### src/rtl/if_fetch_unit_pkg.sv
// Shared constants for the fetch front-end: bus widths, default queue depth
// and the NOP word presented to ID when nothing valid is buffered.
package if_fetch_unit_pkg;

    localparam int INST_ADDR_W   = 32;
    localparam int INST_DATA_W   = 32;
    localparam int FETCH_Q_DEPTH = 4;

    localparam logic [INST_DATA_W-1:0] ZERO_WORD = '0;

endpackage

### src/rtl/fetch_fifo.sv
// Show-ahead queue of fetched {pc, inst} pairs. Clear beats push/pop so a
// redirect can never leave a stale entry behind. Storage is not reset; only
// the pointers and occupancy are.
module fetch_fifo
    import if_fetch_unit_pkg::*;
#(
    parameter int WIDTH = INST_ADDR_W + INST_DATA_W,
    parameter int DEPTH = FETCH_Q_DEPTH
) (
    input  logic                     clk,
    input  logic                     rst,
    input  logic                     clear,
    input  logic                     push,
    input  logic                     pop,
    input  logic [WIDTH-1:0]         din,
    output logic [WIDTH-1:0]         dout,
    output logic                     empty,
    output logic                     full,
    output logic [$clog2(DEPTH):0]   count
);

    localparam int PTR_W = $clog2(DEPTH);
    localparam int CNT_W = PTR_W + 1;

    logic [WIDTH-1:0] mem [DEPTH];
    logic [PTR_W-1:0] wr_ptr;
    logic [PTR_W-1:0] rd_ptr;

    assign dout  = mem[rd_ptr];
    assign empty = (count == '0);
    assign full  = (count == CNT_W'(DEPTH));

    // Entry storage: written at the tail on every accepted push.
    always_ff @(posedge clk) begin
        if (push) begin
            mem[wr_ptr] <= din;
        end
    end

    // Pointer and occupancy tracking; pointers wrap naturally at DEPTH.
    always_ff @(posedge clk) begin
        if (rst || clear) begin
            wr_ptr <= '0;
            rd_ptr <= '0;
            count  <= '0;
        end else begin
            if (push) begin
                wr_ptr <= wr_ptr + 1'b1;
            end
            if (pop) begin
                rd_ptr <= rd_ptr + 1'b1;
            end
            case ({push, pop})
                2'b10:   count <= count + 1'b1;
                2'b01:   count <= count - 1'b1;
                default: count <= count;
            endcase
        end
    end

endmodule

### src/rtl/if_fetch_unit.sv
// Fetch front-end: owns the PC and ROM enable, pushes each fetched word into
// a small queue and presents the queue head to ID. ID may stall without loss;
// a flush from ID empties the queue and redirects the PC.
module if_fetch_unit
    import if_fetch_unit_pkg::*;
#(
    parameter int                ADDR_W   = INST_ADDR_W,
    parameter int                INST_W   = INST_DATA_W,
    parameter int                DEPTH    = FETCH_Q_DEPTH,
    parameter logic [ADDR_W-1:0] RESET_PC = '0,
    parameter int                PC_STEP  = 4
) (
    input  logic              clk,
    input  logic              rst,
    input  logic [INST_W-1:0] rom_data_i,
    output logic [ADDR_W-1:0] rom_addr_o,
    output logic              rom_ce_o,
    input  logic              stall_i,
    input  logic              flush_i,
    input  logic [ADDR_W-1:0] new_pc_i,
    output logic              id_valid_o,
    output logic [ADDR_W-1:0] id_pc_o,
    output logic [INST_W-1:0] id_inst_o
);

    localparam int WIDTH = ADDR_W + INST_W;

    logic [ADDR_W-1:0]       pc;
    logic                    ce_q;
    logic                    fetch;
    logic                    pop;
    logic [WIDTH-1:0]        fifo_head;
    logic                    fifo_empty;
    logic                    fifo_full;
    logic [$clog2(DEPTH):0]  fifo_count;

    // Reset is folded into the handshakes so nothing leaks out while rst is
    // high, even if the queue still holds entries from before it asserted.
    assign id_valid_o = ~rst & ~fifo_empty;
    assign pop        = id_valid_o & ~stall_i;
    assign fetch      = ce_q & ~rst & ~flush_i & (~fifo_full | pop);

    assign rom_ce_o   = fetch;
    assign rom_addr_o = pc;

    // An empty queue shows a NOP rather than stale storage contents.
    assign id_pc_o    = id_valid_o ? fifo_head[WIDTH-1:INST_W] : '0;
    assign id_inst_o  = id_valid_o ? fifo_head[INST_W-1:0]     : ZERO_WORD[INST_W-1:0];

    // PC and ROM enable: redirect wins over the sequential increment.
    always_ff @(posedge clk) begin
        if (rst) begin
            pc   <= RESET_PC;
            ce_q <= 1'b0;
        end else begin
            ce_q <= 1'b1;
            if (flush_i) begin
                pc <= new_pc_i;
            end else if (fetch) begin
                pc <= pc + ADDR_W'(PC_STEP);
            end
        end
    end

    // Occupancy count and empty flag must always describe the same state.
    always_ff @(posedge clk) begin
        if (!rst) begin
            assert ((fifo_count == '0) == fifo_empty);
        end
    end

    fetch_fifo #(
        .WIDTH (WIDTH),
        .DEPTH (DEPTH)
    ) u_fetch_fifo (
        .clk   (clk),
        .rst   (rst),
        .clear (flush_i),
        .push  (fetch),
        .pop   (pop),
        .din   ({pc, rom_data_i}),
        .dout  (fifo_head),
        .empty (fifo_empty),
        .full  (fifo_full),
        .count (fifo_count)
    );

endmodule

### config.mk
export PLATFORM = sky130hd
export DESIGN_NAME = if_fetch_unit
export DESIGN_NICKNAME = d
export VERILOG_FILES = /design/src/rtl/if_fetch_unit_pkg.sv /design/src/rtl/fetch_fifo.sv /design/src/rtl/if_fetch_unit.sv
export SDC_FILE = /design/constraint.sdc
export NUM_CORES = 1
export LEC_CHECK = 0
export CORE_UTILIZATION = 25
export CTS_CLUSTER_SIZE = 20
export DETAILED_ROUTE_END_ITERATION = 8
export DONT_BUFFER_PORTS = 1
export HOLD_SLACK_MARGIN = 0.1
export MAX_ROUTING_LAYER = met4
export PLACE_DENSITY = 0.4
export SLEW_MARGIN = 5
export SYNTH_ARGS = -nofsm -noshare
export SYNTH_HDL_FRONTEND = slang
export SYNTH_HIERARCHICAL = 1
export SYNTH_SLANG_ARGS = --single-unit
### constraint.sdc
create_clock -name clk -period 5.46 [get_ports clk]
set_input_delay 1.092 -clock clk [delete_from_list [all_inputs] [get_ports clk]]
set_output_delay 1.092 -clock clk [all_outputs]
set_load 0.05 [all_outputs]
* After elaboration in Yosys (flattened, before gate mapping)
Memory sizes are Yosys's and may differ from the RTL's. A register that Yosys moved wholly into a read port is not among the register bits.
Index checks and enable logic that the tools add are counted.
W data, S select, Z words.
** Operators by class
- Add/sub/neg operators :: 5
- Eq/ne operators :: 3
- Multiplexer cells :: 10
- Bitwise logic cells :: 11
- Reductions and logical operators :: 4
** Operators by type and width (number)
- $mux W32 :: 4
- $add A32 B3 Y32 const B :: 1
- $pmux W3 S2 :: 1
- $and A1 B1 Y1 :: 5
- $not A1 Y1 :: 5
- $add A2 B1 Y2 const B :: 2
- $mux W2 :: 2
- $reduce_bool A2 Y1 :: 2
- $add A3 B1 Y3 const B :: 1
- $eq A3 B3 Y1 const B :: 1
- $logic_not A3 Y1 :: 1
- $mux W1 :: 3
- $sub A3 B1 Y3 const B :: 1
- $eq A2 B1 Y1 const B :: 1
- $eq A2 B2 Y1 const B :: 1
- $logic_or A1 B1 Y1 :: 1
- $or A1 B1 Y1 :: 1
** Storage, ports and cells
- Bits in registers :: 40
- Memory bits (writable) :: 256
- Bits of input ports :: 68
- Output and inout bits :: 98
- Memories :: 1
** Memories
- u_fetch_fifo.mem :: words 4, bits a word 64, read ports 1, clocked after memory_dff 1, wr ports 1, line fetch_fifo.sv:25 : logic [WIDTH-1:0] mem [DEPTH];

* Depth between registers and ports, before layout
Gate-level depths: netlist of run 1.
- Depth after elaboration :: 8
- Gate-level depth with buffers :: 12
- Gate-level depth less buffers :: 12

* By module
The synthesis of run 1 kept the hierarchy.
** By module, submodules not included
- fetch_fifo :: times used 1, cells each 382, area each 9750.6 um^2
- if_fetch_unit :: times used 1, cells each 320, area each 2437.3 um^2

* Worst setup path after synthesis of run 1
Ideal clock, no wire load.
- Kind :: input port to flip-flop
- Start :: input stall_i
- End :: memory u_fetch_fifo/mem[0][0] (netlist name), enable pin
- Library setup time :: 0.429 ns
- Arrival time :: 4.129 ns
- Data required time :: 5.031 ns
- Setup slack :: 0.903 ns
- Cell stages on the path :: 4
- Buffers on the path :: 0
- Cell sequence :: o21ai_0 nand2_1 nor2_1 and2_1
** Between the ends
- Cells in the longest elaborated chain, start to end :: 6
** Ends and longest elaborated chain
- from (decl) :: line if_fetch_unit.sv:18 : input logic stall_i,
- $not A1 Y1 :: line if_fetch_unit.sv:40 : assign pop = id_valid_o & ~stall_i;
- $and A1 B1 Y1 :: line if_fetch_unit.sv:40
- $or A1 B1 Y1 :: line if_fetch_unit.sv:41 : assign fetch = ce_q & ~rst & ~flush_i & (~fifo_full | pop);
- $and A1 B1 Y1 :: line if_fetch_unit.sv:41
- net rom_ce_o :: line if_fetch_unit.sv:17 : output logic rom_ce_o,
- $mux W1 :: line fetch_fifo.sv:35 : if (push) begin
- $mux W1 (implied by the code) :: line fetch_fifo.sv:36 : mem[wr_ptr] <= din;
- to (decl) :: line fetch_fifo.sv:25
The timed path passes the listed nets, and every way through them passes these cells.

==> results.py, run 1 <==
metrics = {
    "cells_and_area": {
        "area_growth_syn_to_layout_pct": 14.9,
        "final_layout_size_suffix_gt1_frac": 0.190,
        "design.final.nets": 796,
    },
    "global_route": {
        "grt_start_max_net_pins": 55,
        "grt.met2_usage": 0.205,
        "busiest_layer_in_global_routing": "met2",
        "grt_pass1_wl_microns": 46700,
        "grt_pass1_vias": 6619,
        "grt_usage": 0.133,
        "initial_antenna_violation_count": 3,
        "met3_usage": 0.0481,
        "grtUsageMet1": 0.165,
        "grt_remaining_overflow": 0,
    },
    "logic_synthesis": {
        "synth-seq-cells": 298,
        "synth.cell_area_sq_um": 12200,
        "synth_top_cell_area_share": 0.631,
        "top_flip_flop_cell_by_instance_count_after_synthesis": "edfxtp_1",
        "avgSynthCellArea_sq_um": 17.4,
        "synth_area_leaders": "edfxtp_1, mux4_2, dfxtp_1",
        "post_synth_inst_count": 702,
        "synthMostInstantiatedCell": "edfxtp_1",
        "netlist_top_cells_count": "edfxtp_1, and2_1, mux4_2, dfxtp_1, nor2_1",
        "synthesis.nets": 777,
        "synth-seq-area-share": 0.700,
        "ys_types": 52,
        "post_synth_edffs": 256,
        "synth_async_sr_flop_share": 0,
        "synth-warning-count": 6,
        "synth_area_leader_cell": "edfxtp_1",
    },
    "sta": {
        "fmaxAchievable_mhz": 261,
        "finalMaxSlewViolations": 0,
        "final-hold-violation-count": 0,
        "min_period_ns": 3.83,
        "relSlewSlack": 0.338,
        "finalSetupViolations": 0,
        "holdWs_ns": 0.513,
        "setup_skew_after_layout_ns": 0.0130,
        "setup_repair_after_global_routing_missed_its_margin": "no",
        "final.period_utilization": 0.701,
        "setup-tns-final_ns": 0,
        "worst_slew_pin_slew_ns": 0.994,
    },
    "pwr": {
        "worst_ir_drop_vdd_v": 0.000144,
        "power_leakage_nw": 4.35,
        "pwr_density_cell_nw_per_um2": 363,
    },
    "detailed_routing": {
        "dr.pass1.iters": 4,
        "via_per_inst": 4.62,
        "ant_nets": 0,
        "drt_wl_total_microns": 31800,
        "drt_first_iter_violations": 299,
        "detailroute.via_count": 6270,
        "wirelength_per_cell_microns": 23.4,
        "drc": 0,
    },
    "floorplanning": {
        "coreArea_sq_um": 47900,
        "fp-row-count": 80,
        "die-area_sq_um": 49600,
        "floorplan.initialDensity": 0.254,
        "die_w_microns": 223,
        "die_height_microns": 223,
        "total_i_o_pin_count": 166,
    },
    "cts": {
        "tritoncts": "built",
        "postCtsSetupBuffers": 0,
        "h-tree-depth": 2,
        "cts_hold_buf": 0,
        "cts-root-buf": "clkbuf_16",
        "cts_inserted_buffers": 37,
        "register_clock_pin_slew_on_the_reported_worst_setup_and_hold_paths_ns": 0.06,
        "post_cts_resized": 0,
        "clock_sink_count": 298,
        "cts_buffer_depth": 3,
        "clock_latency_ns": 0.53,
    },
    "placement": {
        "finalWeightedCongestion": 0.691,
        "port_buffers": 0,
        "place_hpwl_microns": 19900,
    },
    "critical_path": {
        "worst-endpoint-arrival_ns": 2.74,
        "timing.critical_path.to_type": "output port",
        "timing.critical_path.fanout_max": 33,
        "worstSetupStartpointType": "register",
        "timing_worst_setup_path_type": "register to output port",
        "cp.required_ns": 4.37,
    },
    "job": {
        "maxCapViolations": 0,
    },
    "worst_hold_path": {
        "hold_class": "register to register",
    },
    "status": {
        "outcome": "complete, no violations",
    },
}
## path summary, 6_finish.rpt
| path | to | from | slack [ns] | cells past startpoint |
|---|---|---|---|---|
| min | u_fetch_fifo/count[2]$_SDFFE_PP0P_ | u_fetch_fifo/count[2]$_SDFFE_PP0P_ | 0.51 | 2 |
| max | id_pc_o[15] | register | 1.63 | 3 |
| min reg2reg | u_fetch_fifo/count[2]$_SDFFE_PP0P_ | u_fetch_fifo/count[2]$_SDFFE_PP0P_ | 0.51 | 2 |
| max reg2reg | u_fetch_fifo/mem[3][62]$_DFFE_PP_ | u_fetch_fifo/count[0]$_SDFFE_PP0P_ | 2.25 | 6 |
## sequential cells by signal, indices dropped and copies added (netlist names), named ones only
signal               cells
u_fetch_fifo/rd_ptr      2
rom_addr_o              32
u_fetch_fifo/wr_ptr      2
ce_q                     1
u_fetch_fifo/mem       256
u_fetch_fifo/count       3
## where the power goes
part | switching, mW | internal (mW) | total (mW)
registers | 0.104 | 2.51 | 2.62
clock network | 0.915 | 1.42 | 2.33
logic | 0.0878 | 0.0477 | 0.136
total | 1.11 | 3.98 | 5.09
## worst max-delay path: stages, from the launching register on
cell     delay, ns
dfxtp_4       0.88
buf_12        0.37
mux4_2        0.60
and2_1        0.34
## layer usage
metal / up-vias / share of wire
li1: 2849 / -
met1: 3214 / 0.44
met2: 157 / 0.46
met3: 50 / 0.075
met4: 0 / 0.023
met5: - / 0
## placed cells by master (no fill, tap or decap), types with 11 or more instances in the layout
cell type and count:
edfxtp_1 256, nand2_1 13, clkbuf_16 37, and2_1 65
nand3_1 17, inv_1 12, dfxtp_1 40, mux4_2 60
buf_4 20, nor2_1 37, a211oi_1 11
## stage by stage
step | utilization | setup slack, ns | cell area [sq um] | cells | power [mW]
after floorplan | - | 0.903 | 12200 | 702 | 2.75
after global placement | 0.269 | 1.66 | 12900 | 1297 | 2.80
after detailed placement | 0.269 | 1.63 | 12900 | 1297 | 2.81
after CTS | 0.292 | 1.46 | 14000 | 1356 | 5.18
after global routing | 0.292 | 1.42 | 14000 | 1358 | 5.28
final | 0.292 | 1.63 | 14000 | 1358 | 5.09
## kinds of logic (layout without fill, tap and decap cells)
| logic type | count (synthesis) | after routing | synth area share |
|---|---|---|---|
| AOI/OAI and AO/OA | 61 | 61 | 0.0371 |
| xor gates and xnor gates | 12 | 12 | 0.00862 |
| adders and majority gates | 7 | 7 | 0.00780 |
| buffers and inverters | 53 | 92 | 0.0265 |
| DFF | 298 | 298 | 0.700 |
| muxes | 68 | 68 | 0.123 |
| other | 0 | 2 | 0 |
| and+or+nand+nor | 203 | 203 | 0.0975 |
## area by class of cell
cell class	count	area (sq um)
Sequential cell	298	8540
Tap cell	615	769
Multi-Input combinational cell	351	3350
Timing Repair Buffer	21	170
Antenna cell	2	5.00
Fill cell	4689	33900
Inverter	12	45.0
Clock buffer	42	945
Clock inverter	17	184
No activity file was read; power rests on OpenSTA's default activity.
==> run 2: changes to the inputs <==
--- a/config.mk
+++ b/config.mk
@@ -5,6 +5,7 @@
 export SDC_FILE = /design/constraint.sdc
 export NUM_CORES = 1
 export LEC_CHECK = 0
+export ABC_AREA = 1
 export CORE_UTILIZATION = 25
 export CTS_CLUSTER_SIZE = 20
 export DETAILED_ROUTE_END_ITERATION = 8
==> constraint.sdc (replaced) <==
create_clock -name clk -period 3.9 [get_ports clk]
set_input_delay 0.78 -clock clk [delete_from_list [all_inputs] [get_ports clk]]
set_output_delay 0.78 -clock clk [all_outputs]
set_load 0.05 [all_outputs]
==> run 2 against run 1 <==
Non-clock buffer count increased by 70. Utilization rose by 1.3 points. Area after synthesis is 4.6% higher. Largest power group is now clock. Final cell count increased by 47%. Power is 50% higher. Clock power up 58%. Register-to-register slack worse by 0.71 ns. Sequential cell count unchanged. Combinational power is 110% higher. Setup slack got worse by 0.94 ns. Critical path type unchanged.
==> results.py, run 2 <==
metrics = {
    "status": {
        "outcome": "complete, no violations",
    },
    "global_route": {
        "grt_remaining_overflow": 0,
        "grt_pass1_vias": 8820,
        "grt_pass1_wl_microns": 54300,
        "initial_antenna_violation_count": 0,
        "grt_usage": 0.142,
        "grt_start_max_net_pins": 97,
    },
    "cts": {
        "register_clock_pin_slew_on_the_reported_worst_setup_and_hold_paths_ns": 0.06,
        "h-tree-depth": 2,
        "cts-root-buf": "clkbuf_16",
        "cts_inserted_buffers": 37,
        "clock_latency_ns": 0.54,
        "cts_hold_buf": 0,
        "postCtsSetupBuffers": 0,
        "cts_buffer_depth": 3,
        "clock_sink_count": 298,
        "tritoncts": "built",
        "post_cts_resized": 0,
    },
    "detailed_routing": {
        "drt_wl_total_microns": 36200,
        "wirelength_per_cell_microns": 18.2,
        "detailroute.via_count": 8793,
        "ant_nets": 0,
        "drt_first_iter_violations": 469,
        "via_per_inst": 4.42,
        "dr.pass1.iters": 6,
        "drc": 0,
    },
    "placement": {
        "port_buffers": 0,
        "numPlacedInstances": 1923,
        "place_hpwl_microns": 22300,
        "finalWeightedCongestion": 0.773,
    },
    "floorplanning": {
        "total_i_o_pin_count": 166,
        "fp-row-count": 82,
        "coreArea_sq_um": 50300,
        "die_w_microns": 228,
        "die_height_microns": 228,
        "die-area_sq_um": 51900,
        "floorplan.initialDensity": 0.254,
    },
    "logic_synthesis": {
        "synth-warning-count": 6,
        "post_synth_inst_count": 1219,
        "synthesis.nets": 1294,
        "top_flip_flop_cell_by_instance_count_after_synthesis": "edfxtp_1",
        "post_synth_edffs": 256,
        "synth_top_cell_area_share": 0.603,
        "synthSimpleGateAreaFrac": 0.148,
        "avgSynthCellArea_sq_um": 10.5,
        "synth-seq-area-share": 0.669,
        "synth-seq-cells": 298,
        "synthMostInstantiatedCell": "edfxtp_1",
        "synthXorXnorAreaFrac": 0.00206,
        "synth.area.mux_share": 0,
        "adder_and_majority_cell_fraction_of_the_synthesized_area": 0.00746,
        "synth_top_family_by_area": "simple AND/OR/NAND/NOR gates",
        "ys_types": 35,
        "synth_async_sr_flop_share": 0,
        "synth.cell_area_sq_um": 12700,
        "netlist_top_cells_count": "edfxtp_1, nor2_1, nand2_1, inv_1, o21ai_0",
        "synth_compound_area_frac": 0.106,
        "synth_area_leader_cell": "edfxtp_1",
        "synth_area_leaders": "edfxtp_1, nor2_1, dfxtp_1",
    },
    "critical_path": {
        "timing.critical_path.to_type": "output port",
        "timing_worst_setup_path_type": "register to output port",
        "worstSetupStartpointType": "register",
        "worst-endpoint-arrival_ns": 2.43,
        "cp.required_ns": 3.12,
        "timing.critical_path.fanout_max": 42,
    },
    "sta": {
        "finalSetupViolations": 0,
        "setup_repair_after_global_routing_missed_its_margin": "no",
        "finalMaxSlewViolations": 0,
        "min_period_ns": 3.21,
        "setup-tns-final_ns": 0,
        "final.period_utilization": 0.822,
        "worst_slew_pin_slew_ns": 0.996,
        "fmaxAchievable_mhz": 312,
        "relSlewSlack": 0.335,
        "final-hold-violation-count": 0,
        "setup_skew_after_layout_ns": 0.0181,
    },
    "pwr": {
        "worst_ir_drop_vdd_v": 0.000233,
        "power_leakage_nw": 5.70,
        "pwr_density_cell_nw_per_um2": 496,
    },
    "cells_and_area": {
        "mostFrequentLayoutCells": "edfxtp_1, nor2_1, nand2_1",
        "top_register": "u_fetch_fifo/mem",
        "final_layout_size_suffix_gt1_frac": 0.127,
        "area_growth_syn_to_layout_pct": 20.3,
        "n_fill_cell": 5232,
        "design.final.nets": 1365,
        "mostFrequentLayoutCell": "edfxtp_1",
        "finalNonFillerCells": 1991,
        "insertedDiodeCount": 0,
        "largest_register_ffs": 256,
        "layout.core_utilization": 0.305,
    },
    "job": {
        "maxCapViolations": 0,
    },
    "worst_hold_path": {
        "hold_class": "primary input to register",
    },
}
## run 2: stage by stage
stage                     area [sq um]  setup WS, ns  power [mW]  hold slack [ns]
after floorplan                  12700        0.0854        3.88            0.412
after global placement           14000          1.13        4.00            0.468
after detailed placement         14000          1.11        4.00            0.461
after CTS                        15300         0.578        7.74            0.270
after global routing             15300         0.482        7.87            0.268
final                            15300         0.692        7.61            0.308
## run 2: final cells by class
type,count,area (sq um),share of cell area
multi-input combinational,729,3360,0.219
inverter,133,507,0.0330
sequential,298,8530,0.556
clock inverter,21,288,0.0188
tap,672,841,0.0548
timing repair buffer,91,783,0.0511
clock buffer,47,1030,0.0669
## run 2: worst max-delay path: stages, from the launching register on
cell,delay (ns)
dfxtp_4,0.58
buf_4,0.46
o21ai_0,0.21
o22ai_1,0.19
inv_1,0.05
nor2_1,0.16
buf_4,0.23
## run 2: kinds of logic after synthesis
kind of cell | Yosys count
simple gates | 473
flops | 298
compound gates | 246
buf+inv | 192
fa+ha+maj | 7
xor+xnor | 3
## run 2: where the power goes
group | total [mW] | switching (mW) | internal [mW] | leakage [nW]
Sequential | 3.63 | 0.118 | 3.51 | 2.69
Combinational | 0.291 | 0.206 | 0.0842 | 2.39
Clock | 3.68 | 1.36 | 2.33 | 0.630
## run 2: routing by layer
| metal | share of wire | vias to the layer above | global-route usage |
|---|---|---|---|
| li1 | - | 4308 | - |
| met1 | 0.45 | 4246 | 0.173 |
| met2 | 0.48 | 176 | 0.233 |
| met3 | 0.045 | 63 | 0.0336 |
| met4 | 0.024 | 0 | 0.0403 |
| met5 | 0 | - | - |
## run 2: path summary, 6_finish.rpt
path | slack (ns) | depth (start not counted) | end | from
hold reg to reg | 0.46 | 1 | register | u_fetch_fifo/rd_ptr[1]$_SDFFE_PP0P_
setup reg to reg | 1.54 | 11 | rom_addr_o[18]$_SDFFE_PP0P_ | u_fetch_fifo/count[2]$_SDFFE_PP0P_
setup / recovery | 0.69 | 6 | id_inst_o[28] | register
hold / removal | 0.31 | 1 | rom_addr_o[21]$_SDFFE_PP0P_ | rst
